$ cat src/rtl/sap_sequencer_if.sv
// sap_sequencer_if
// Groups the datapath-facing signals of the SAP microsequencer.
//   opcode    : IR upper nibble (valid from T3 onward)
//   flag_z/c  : zero / carry flags
//   run, step : free-run level and single-step request
//   out_ack   : output consumer acknowledge
//   ctrl      : 16-bit control word to the datapath
//   stage     : current sequencer state encoding
//   out_valid : high while the OUT wait step waits for out_ack
//   halted    : high in HALT
// The master modport drives opcode/flags/run/step/out_ack; the slave
// modport is the sequencer itself.
interface sap_sequencer_if;
  logic [3:0]  opcode;
  logic        flag_z;
  logic        flag_c;
  logic        run;
  logic        step;
  logic        out_ack;
  logic [15:0] ctrl;
  logic [2:0]  stage;
  logic        out_valid;
  logic        halted;

  modport master (
    output opcode, flag_z, flag_c, run, step, out_ack,
    input  ctrl, stage, out_valid, halted
  );

  modport slave (
    input  opcode, flag_z, flag_c, run, step, out_ack,
    output ctrl, stage, out_valid, halted
  );
endinterface

$ cat src/rtl/sap_sequencer.sv
// sap_sequencer
// Variable-length microsequencer for the extended SAP datapath. Produces
// the 16-bit control word for PC, MAR/RAM, IR, A, B, adder, flags and the
// output register. Instructions end as soon as their microsteps are done;
// supports conditional jumps, an OUT handshake, halt and run/single-step.
// Ports:
//   clk : clock; state advances on the falling edge so ctrl is stable
//         around the datapath's rising edges
//   rst : synchronous active-high reset (sampled on the falling edge)
//   bus : sap_sequencer_if.slave (opcode, flags, run, step, out_ack in;
//         ctrl, stage, out_valid, halted out)
module sap_sequencer (
  input  logic            clk,
  input  logic            rst,
  sap_sequencer_if.slave  bus
);

  typedef enum logic [2:0] {
    ST_T0    = 3'd0,
    ST_T1    = 3'd1,
    ST_T2    = 3'd2,
    ST_T3    = 3'd3,
    ST_T4    = 3'd4,
    ST_T5    = 3'd5,
    ST_PAUSE = 3'd6,
    ST_HALT  = 3'd7
  } state_t;

  localparam logic [3:0] OP_LDA = 4'b0000;
  localparam logic [3:0] OP_ADD = 4'b0001;
  localparam logic [3:0] OP_SUB = 4'b0010;
  localparam logic [3:0] OP_JMP = 4'b0100;
  localparam logic [3:0] OP_JZ  = 4'b0101;
  localparam logic [3:0] OP_JC  = 4'b0110;
  localparam logic [3:0] OP_OUT = 4'b1110;
  localparam logic [3:0] OP_HLT = 4'b1111;

  localparam logic [15:0] C_HLT        = 16'h8000;
  localparam logic [15:0] C_PC_INC     = 16'h4000;
  localparam logic [15:0] C_PC_EN      = 16'h2000;
  localparam logic [15:0] C_PC_LOAD    = 16'h1000;
  localparam logic [15:0] C_MEM_LOAD   = 16'h0800;
  localparam logic [15:0] C_MEM_EN     = 16'h0400;
  localparam logic [15:0] C_IR_LOAD    = 16'h0200;
  localparam logic [15:0] C_IR_EN      = 16'h0100;
  localparam logic [15:0] C_A_LOAD     = 16'h0080;
  localparam logic [15:0] C_A_EN       = 16'h0040;
  localparam logic [15:0] C_B_LOAD     = 16'h0020;
  localparam logic [15:0] C_ADDER_SUB  = 16'h0010;
  localparam logic [15:0] C_ADDER_EN   = 16'h0008;
  localparam logic [15:0] C_OUT_LOAD   = 16'h0004;
  localparam logic [15:0] C_FLAGS_LOAD = 16'h0002;

  // Any opcode without an execute phase finishes at T2.
  function automatic logic is_nop(input logic [3:0] op);
    case (op)
      OP_LDA, OP_ADD, OP_SUB, OP_JMP, OP_JZ, OP_JC, OP_OUT, OP_HLT: is_nop = 1'b0;
      default:                                                      is_nop = 1'b1;
    endcase
  endfunction

  state_t      state_r;
  logic        out_valid_r;
  logic        halted_r;
  state_t      end_state_s;
  logic [15:0] ctrl_s;

  // Where an instruction goes after its last microstep.
  always_comb begin
    if (bus.run) begin
      end_state_s = ST_T0;
    end else begin
      end_state_s = ST_PAUSE;
    end
  end

  // Sequencer state, OUT wait flag and halt flag, all on the falling edge.
  always_ff @(negedge clk) begin
    if (rst) begin
      state_r     <= ST_PAUSE;
      out_valid_r <= 1'b0;
      halted_r    <= 1'b0;
    end else begin
      case (state_r)
        ST_T0: state_r <= ST_T1;
        ST_T1: state_r <= ST_T2;
        ST_T2: begin
          if (is_nop(bus.opcode)) begin
            state_r <= end_state_s;
          end else begin
            state_r <= ST_T3;
          end
        end
        ST_T3: begin
          case (bus.opcode)
            OP_LDA, OP_ADD, OP_SUB: state_r <= ST_T4;
            OP_OUT: begin
              state_r     <= ST_T4;
              out_valid_r <= 1'b1;
            end
            OP_HLT: begin
              state_r  <= ST_HALT;
              halted_r <= 1'b1;
            end
            default: state_r <= end_state_s;
          endcase
        end
        ST_T4: begin
          // out_valid_r marks the OUT wait step; it holds until acked.
          if (out_valid_r) begin
            if (bus.out_ack) begin
              state_r     <= end_state_s;
              out_valid_r <= 1'b0;
            end else begin
              state_r <= ST_T4;
            end
          end else begin
            case (bus.opcode)
              OP_ADD, OP_SUB: state_r <= ST_T5;
              default:        state_r <= end_state_s;
            endcase
          end
        end
        ST_T5: state_r <= end_state_s;
        ST_PAUSE: begin
          if (bus.run || bus.step) begin
            state_r <= ST_T0;
          end else begin
            state_r <= ST_PAUSE;
          end
        end
        ST_HALT: state_r <= ST_HALT;
        default: begin
          state_r     <= ST_PAUSE;
          out_valid_r <= 1'b0;
          halted_r    <= 1'b0;
        end
      endcase
    end
  end

  // Control word decode; flags only matter in T3 of JZ/JC.
  always_comb begin
    ctrl_s = 16'h0000;
    case (state_r)
      ST_T0: ctrl_s = C_PC_EN | C_MEM_LOAD;
      ST_T1: ctrl_s = C_PC_INC;
      ST_T2: ctrl_s = C_MEM_EN | C_IR_LOAD;
      ST_T3: begin
        case (bus.opcode)
          OP_LDA, OP_ADD, OP_SUB: ctrl_s = C_IR_EN | C_MEM_LOAD;
          OP_JMP:                 ctrl_s = C_IR_EN | C_PC_LOAD;
          OP_JZ:                  ctrl_s = bus.flag_z ? (C_IR_EN | C_PC_LOAD) : 16'h0000;
          OP_JC:                  ctrl_s = bus.flag_c ? (C_IR_EN | C_PC_LOAD) : 16'h0000;
          OP_OUT:                 ctrl_s = C_A_EN | C_OUT_LOAD;
          OP_HLT:                 ctrl_s = C_HLT;
          default:                ctrl_s = 16'h0000;
        endcase
      end
      ST_T4: begin
        case (bus.opcode)
          OP_LDA:         ctrl_s = C_MEM_EN | C_A_LOAD;
          OP_ADD, OP_SUB: ctrl_s = C_MEM_EN | C_B_LOAD;
          default:        ctrl_s = 16'h0000;
        endcase
      end
      ST_T5: begin
        case (bus.opcode)
          OP_ADD:  ctrl_s = C_ADDER_EN | C_A_LOAD | C_FLAGS_LOAD;
          OP_SUB:  ctrl_s = C_ADDER_EN | C_A_LOAD | C_FLAGS_LOAD | C_ADDER_SUB;
          default: ctrl_s = 16'h0000;
        endcase
      end
      ST_PAUSE: ctrl_s = 16'h0000;
      ST_HALT:  ctrl_s = C_HLT;
      default:  ctrl_s = 16'h0000;
    endcase
  end

  assign bus.ctrl      = ctrl_s;
  assign bus.stage     = state_r;
  assign bus.out_valid = out_valid_r;
  assign bus.halted    = halted_r;

endmodule

$ cat src/flat_wrapper.sv
// flat-port wrapper written by rule: the top's interface ports become plain ports
module sap_sequencer_flat 
  (clk, rst, bus_opcode, bus_flag_z, bus_flag_c, bus_run, bus_step, bus_out_ack, bus_ctrl, bus_stage, bus_out_valid, bus_halted);
  sap_sequencer_if bus_i ();
  input  logic clk;
  input  logic rst;
  input wire logic [$bits(bus_i.opcode)-1:0] bus_opcode;
  input wire logic [$bits(bus_i.flag_z)-1:0] bus_flag_z;
  input wire logic [$bits(bus_i.flag_c)-1:0] bus_flag_c;
  input wire logic [$bits(bus_i.run)-1:0] bus_run;
  input wire logic [$bits(bus_i.step)-1:0] bus_step;
  input wire logic [$bits(bus_i.out_ack)-1:0] bus_out_ack;
  output wire logic [$bits(bus_i.ctrl)-1:0] bus_ctrl;
  output wire logic [$bits(bus_i.stage)-1:0] bus_stage;
  output wire logic [$bits(bus_i.out_valid)-1:0] bus_out_valid;
  output wire logic [$bits(bus_i.halted)-1:0] bus_halted;
  assign bus_i.opcode = bus_opcode;
  assign bus_i.flag_z = bus_flag_z;
  assign bus_i.flag_c = bus_flag_c;
  assign bus_i.run = bus_run;
  assign bus_i.step = bus_step;
  assign bus_i.out_ack = bus_out_ack;
  assign bus_ctrl = bus_i.ctrl;
  assign bus_stage = bus_i.stage;
  assign bus_out_valid = bus_i.out_valid;
  assign bus_halted = bus_i.halted;
  sap_sequencer u_core (.clk(clk), .rst(rst), .bus(bus_i));
endmodule
$ cat config.mk
export PLATFORM = sky130hd
export DESIGN_NAME = sap_sequencer_flat
export DESIGN_NICKNAME = d
export VERILOG_FILES = /design/src/rtl/sap_sequencer_if.sv /design/src/rtl/sap_sequencer.sv /design/src/flat_wrapper.sv
export SDC_FILE = /design/constraint.sdc
export NUM_CORES = 1
export LEC_CHECK = 0
export CORE_UTILIZATION = 30
export DETAILED_ROUTE_END_ITERATION = 8
export SYNTH_ARGS = -nofsm -noshare
export SYNTH_HDL_FRONTEND = slang
export SYNTH_SLANG_ARGS = --single-unit
$ cat constraint.sdc
create_clock -name clk -period 1.85 [get_ports clk]
set_input_delay 0.555 -clock clk [delete_from_list [all_inputs] [get_ports clk]]
set_output_delay 0.555 -clock clk [all_outputs]
set_load 0.02 [all_outputs]
==> impl_metrics.py <==
metrics = {
    "floorplanning": {
        "io_pins": 32,
        "dieArea_mm2": 0.002137,
        "floorplan.initialDensity_pct": 32.91,
        "rows": 15,
        "fp.dieW_um": 46.23,
        "coreArea_mm2": 0.001783,
        "die-height_um": 46.23,
    },
    "timing": {
        "hold_viol_final": 0,
        "rsz0062_at_grt": "yes",
        "drv_slew": 0,
        "skew_ns": 0.01937,
        "finalSetupTns_ns": -18.71,
        "report.final.setup_viol": 25,
        "setup_slack_ns": -1.084,
    },
    "worst_setup_path": {
        "rr_endpoint": "u_core.bus.stage[2]",
        "crit_start": "u_core.bus.stage[0]",
        "startpoint_type": "flip-flop",
        "end_kind": "primary output",
        "cp.arrival_ns": 2.38,
        "path_max_fanout": 8,
        "path_cells": "buf_12, nand4b_1, nor3b_4, buf_6",
        "cpMaxStageDelayCell": "dfxtp_4",
        "worstRegToRegCells": 8,
        "path_depth": 4,
        "rrSetupSlack_ns": 0.07,
        "max_stage_delay_ns": 0.36,
        "critPathRequiredTime_ns": 1.29,
        "reg2reg_from": "u_core.bus.stage[1]",
        "critical_path_class": "reg -> out",
        "crit_family": "simple AND/OR/NAND/NOR gates",
        "path_buf_inv": 2,
        "endpoint": "bus_ctrl[4]",
    },
    "synthesis": {
        "syn_area_um2": 586.8,
        "synth.ff_latch_count": 5,
        "synth_edf_count": 0,
        "synthesis.instances": 84,
        "avgSynthCellArea_um2": 6.986,
        "async_reset_ff_share_pct": 0,
        "dominantRegCellSynth": "dfxtp_1",
        "ys_top_cells_by_count": "nor2_1 (10), a21oi_1 (9), nand2_1 (7)",
        "yosysUniqueCellTypes": 35,
        "synth-seq-area-share_pct": 17.06,
        "ys_warn_count": 0,
        "yosys-top-cells-area": "dfxtp_1 (17%), a21oi_1 (7.7%), nor2_1 (6.4%)",
        "synth_top_area_share_pct": 17.06,
        "synth_area_leader_cell": "dfxtp_1",
        "synth.most_common_cell": "nor2_1",
        "synthesis.nets": 95,
    },
    "final_layout": {
        "area_growth_pct": 166.3,
        "nNetsFinal": 168,
        "fin_cells": 182,
        "drive_above_1_share_pct": 72.44,
    },
    "global_routing": {
        "antenna_found_initial": 1,
        "track_usage_pct": 25.18,
        "grt_max_degree": 9,
        "gr-usage-met2_pct": 44.79,
        "met1_usage_pct": 30.14,
        "grt_pass1_vias": 879,
        "grt_pass1_wl_um": 3829,
        "grt_use_met3_pct": 4.706,
        "top_usage_layer": "met2",
        "overflow": 0,
    },
    "drt": {
        "wl_um": 2829,
        "drc": 0,
        "vias_per_cell": 5.115,
        "wire_per_inst_um": 15.54,
        "drt-pass1-iter-count": 4,
        "ant_nets": 0,
        "vias": 931,
        "drt-initial-drc-count": 22,
    },
    "clock_network": {
        "clkTransAtPathRegs_ns": 0.05,
        "clockBufferDepth": 2,
        "cts_sinks": 5,
        "holdBufCountCts": 0,
        "cts_made_buffers": 3,
        "clockRootBuffer": "clkbuf_4",
        "cts_tree": "built",
        "cts_max_level": 1,
        "clock_latency_ns": 0.32,
    },
    "pwr": {
        "combPwrFrac_pct": 75.0,
        "vdd_ir_drop_max_mv": 0.5485,
        "power.leakage_uw": 0.0007129,
        "internal-power_uw": 795.3,
        "seq_power_share_pct": 12.1,
        "switching_power_uw": 581.7,
        "swShare_pct": 42.24,
        "p_total_uw": 1377,
        "power.share.clock_pct": 12.9,
        "p_per_area_mw_per_mm2": 881.1,
    },
    "flow_run": {
        "maxCapViolCount": 0,
    },
    "placed_design": {
        "port_buffers": 30,
        "post-dp-hpwl_um": 1668,
        "gp_congestion": 0.7879,
        "dp.cells": 158,
    },
    "status": {
        "outcome": "finished with violations",
        "violations": "setup timing",
    },
    "min_path": {
        "hold_path.class": "reg -> reg",
    },
}
[kinds of logic after synthesis]
| family | count (synthesis) | share of synthesized area (%) |
|---|---|---|
| and+or+nand+nor | 40 | 40.52 |
| DFF | 5 | 17.06 |
| xor gates and xnor gates | 1 | 1.493 |
| AOI/OAI and AO/OA | 23 | 24.94 |
| buffers and inverters | 14 | 15.35 |
| other | 1 | 0.6390 |
[layout make-up]
| class | count | area (µm²) |
|---|---|---|
| clock inverters | 6 | 22.52 |
| multi-input cells | 65 | 635.6 |
| diodes | 1 | 2.502 |
| well taps | 25 | 31.28 |
| repair buffers | 73 | 716.9 |
| inverters | 4 | 15.01 |
| flip-flops and latches | 5 | 116.4 |
| fillers | 85 | 220.2 |
| clock buffers | 3 | 22.52 |
[per-layer routing]
metal  wire [µm]  share of wire (%)  up-vias
met5           0                  0        -
met4          63                2.2        0
met3         132                4.7        4
met2        1536                 54       47
met1        1096                 39      442
li1            -                  -      438
[per-stage QoR]
step | area, µm² | util, % | setup WS [ns] | hold WS, ns
after global placement | 1244 | 69.75 | -1.210 | 0.4477
after detailed placement | 1244 | 69.75 | -1.219 | 0.4572
after floorplan | 789.5 | - | -0.8101 | 0.5171
after global routing | 1563 | 87.65 | -1.143 | 0.4981
after CTS | 1489 | 83.51 | -1.097 | 0.4785
final | 1563 | 87.65 | -1.084 | 0.4701
[tightest hold or removal path, cell delays in order (launching register included)]
cell     delay [ns]
dfxtp_2        0.32
a31oi_1        0.04
nor2_1         0.07
[repair_timing]
action | 4_1_cts | 5_1_grt
setup buffers | 14 | 6
pin swaps | 19 | 11
setup endpoints to repair | 25 | 25
gates resized for setup | 164 | 23
[registers in the layout (all words and copies together) (netlist names)]
name                  flops
u_core.bus.out_valid      1
u_core.bus.halted         1
u_core.bus.stage          3
[power by group through the flow]
stage	clock, µW	sequential, µW	combinational, µW
final	177	167	1030
after global routing	188	171	1090
after CTS	177	167	961
after detailed placement	20.0	164	768
after global placement	20.0	163	763
after floorplan	20.0	204	409
[how the worst min path moves through the flow]
stage          cells after the start               from           endpoint  slack [ns]
2_1_floorplan                      2  u_core.bus.halted  u_core.bus.halted        0.52
3_3_place_gp                       2  u_core.bus.halted  u_core.bus.halted        0.45
3_5_place_dp                       2  u_core.bus.halted  u_core.bus.halted        0.46
4_1_cts                            2  u_core.bus.halted  u_core.bus.halted        0.48
5_1_grt                            2  u_core.bus.halted  u_core.bus.halted        0.50
6_report                           2  u_core.bus.halted  u_core.bus.halted        0.47
[placed cells by master, fill, tap and decap left out, drive strengths merged]
cell type and n:
dlygate4sd2 3, nor2b 2, a21o 1, clkbuf 4, xor2 1, o21bai 2, nand2 7, a21oi 9
or3 1, or4 1, o21ai 4, and2b 1, conb 1, nand4b 2, nand3 4, inv 10
nor4bb 1, buf 66, nand3b 1, dfxtp 5, diode 1, clkdlybuf4s50 2, a221o 1, and2 1
a31oi 3, and3 1, o31ai 1, a22oi 1, nor3 4, nor2 10, a311oi 1, or2b 1
clkdlybuf4s15 1, or3b 1, nor3b 2
(Power assumes the default switching activity.)
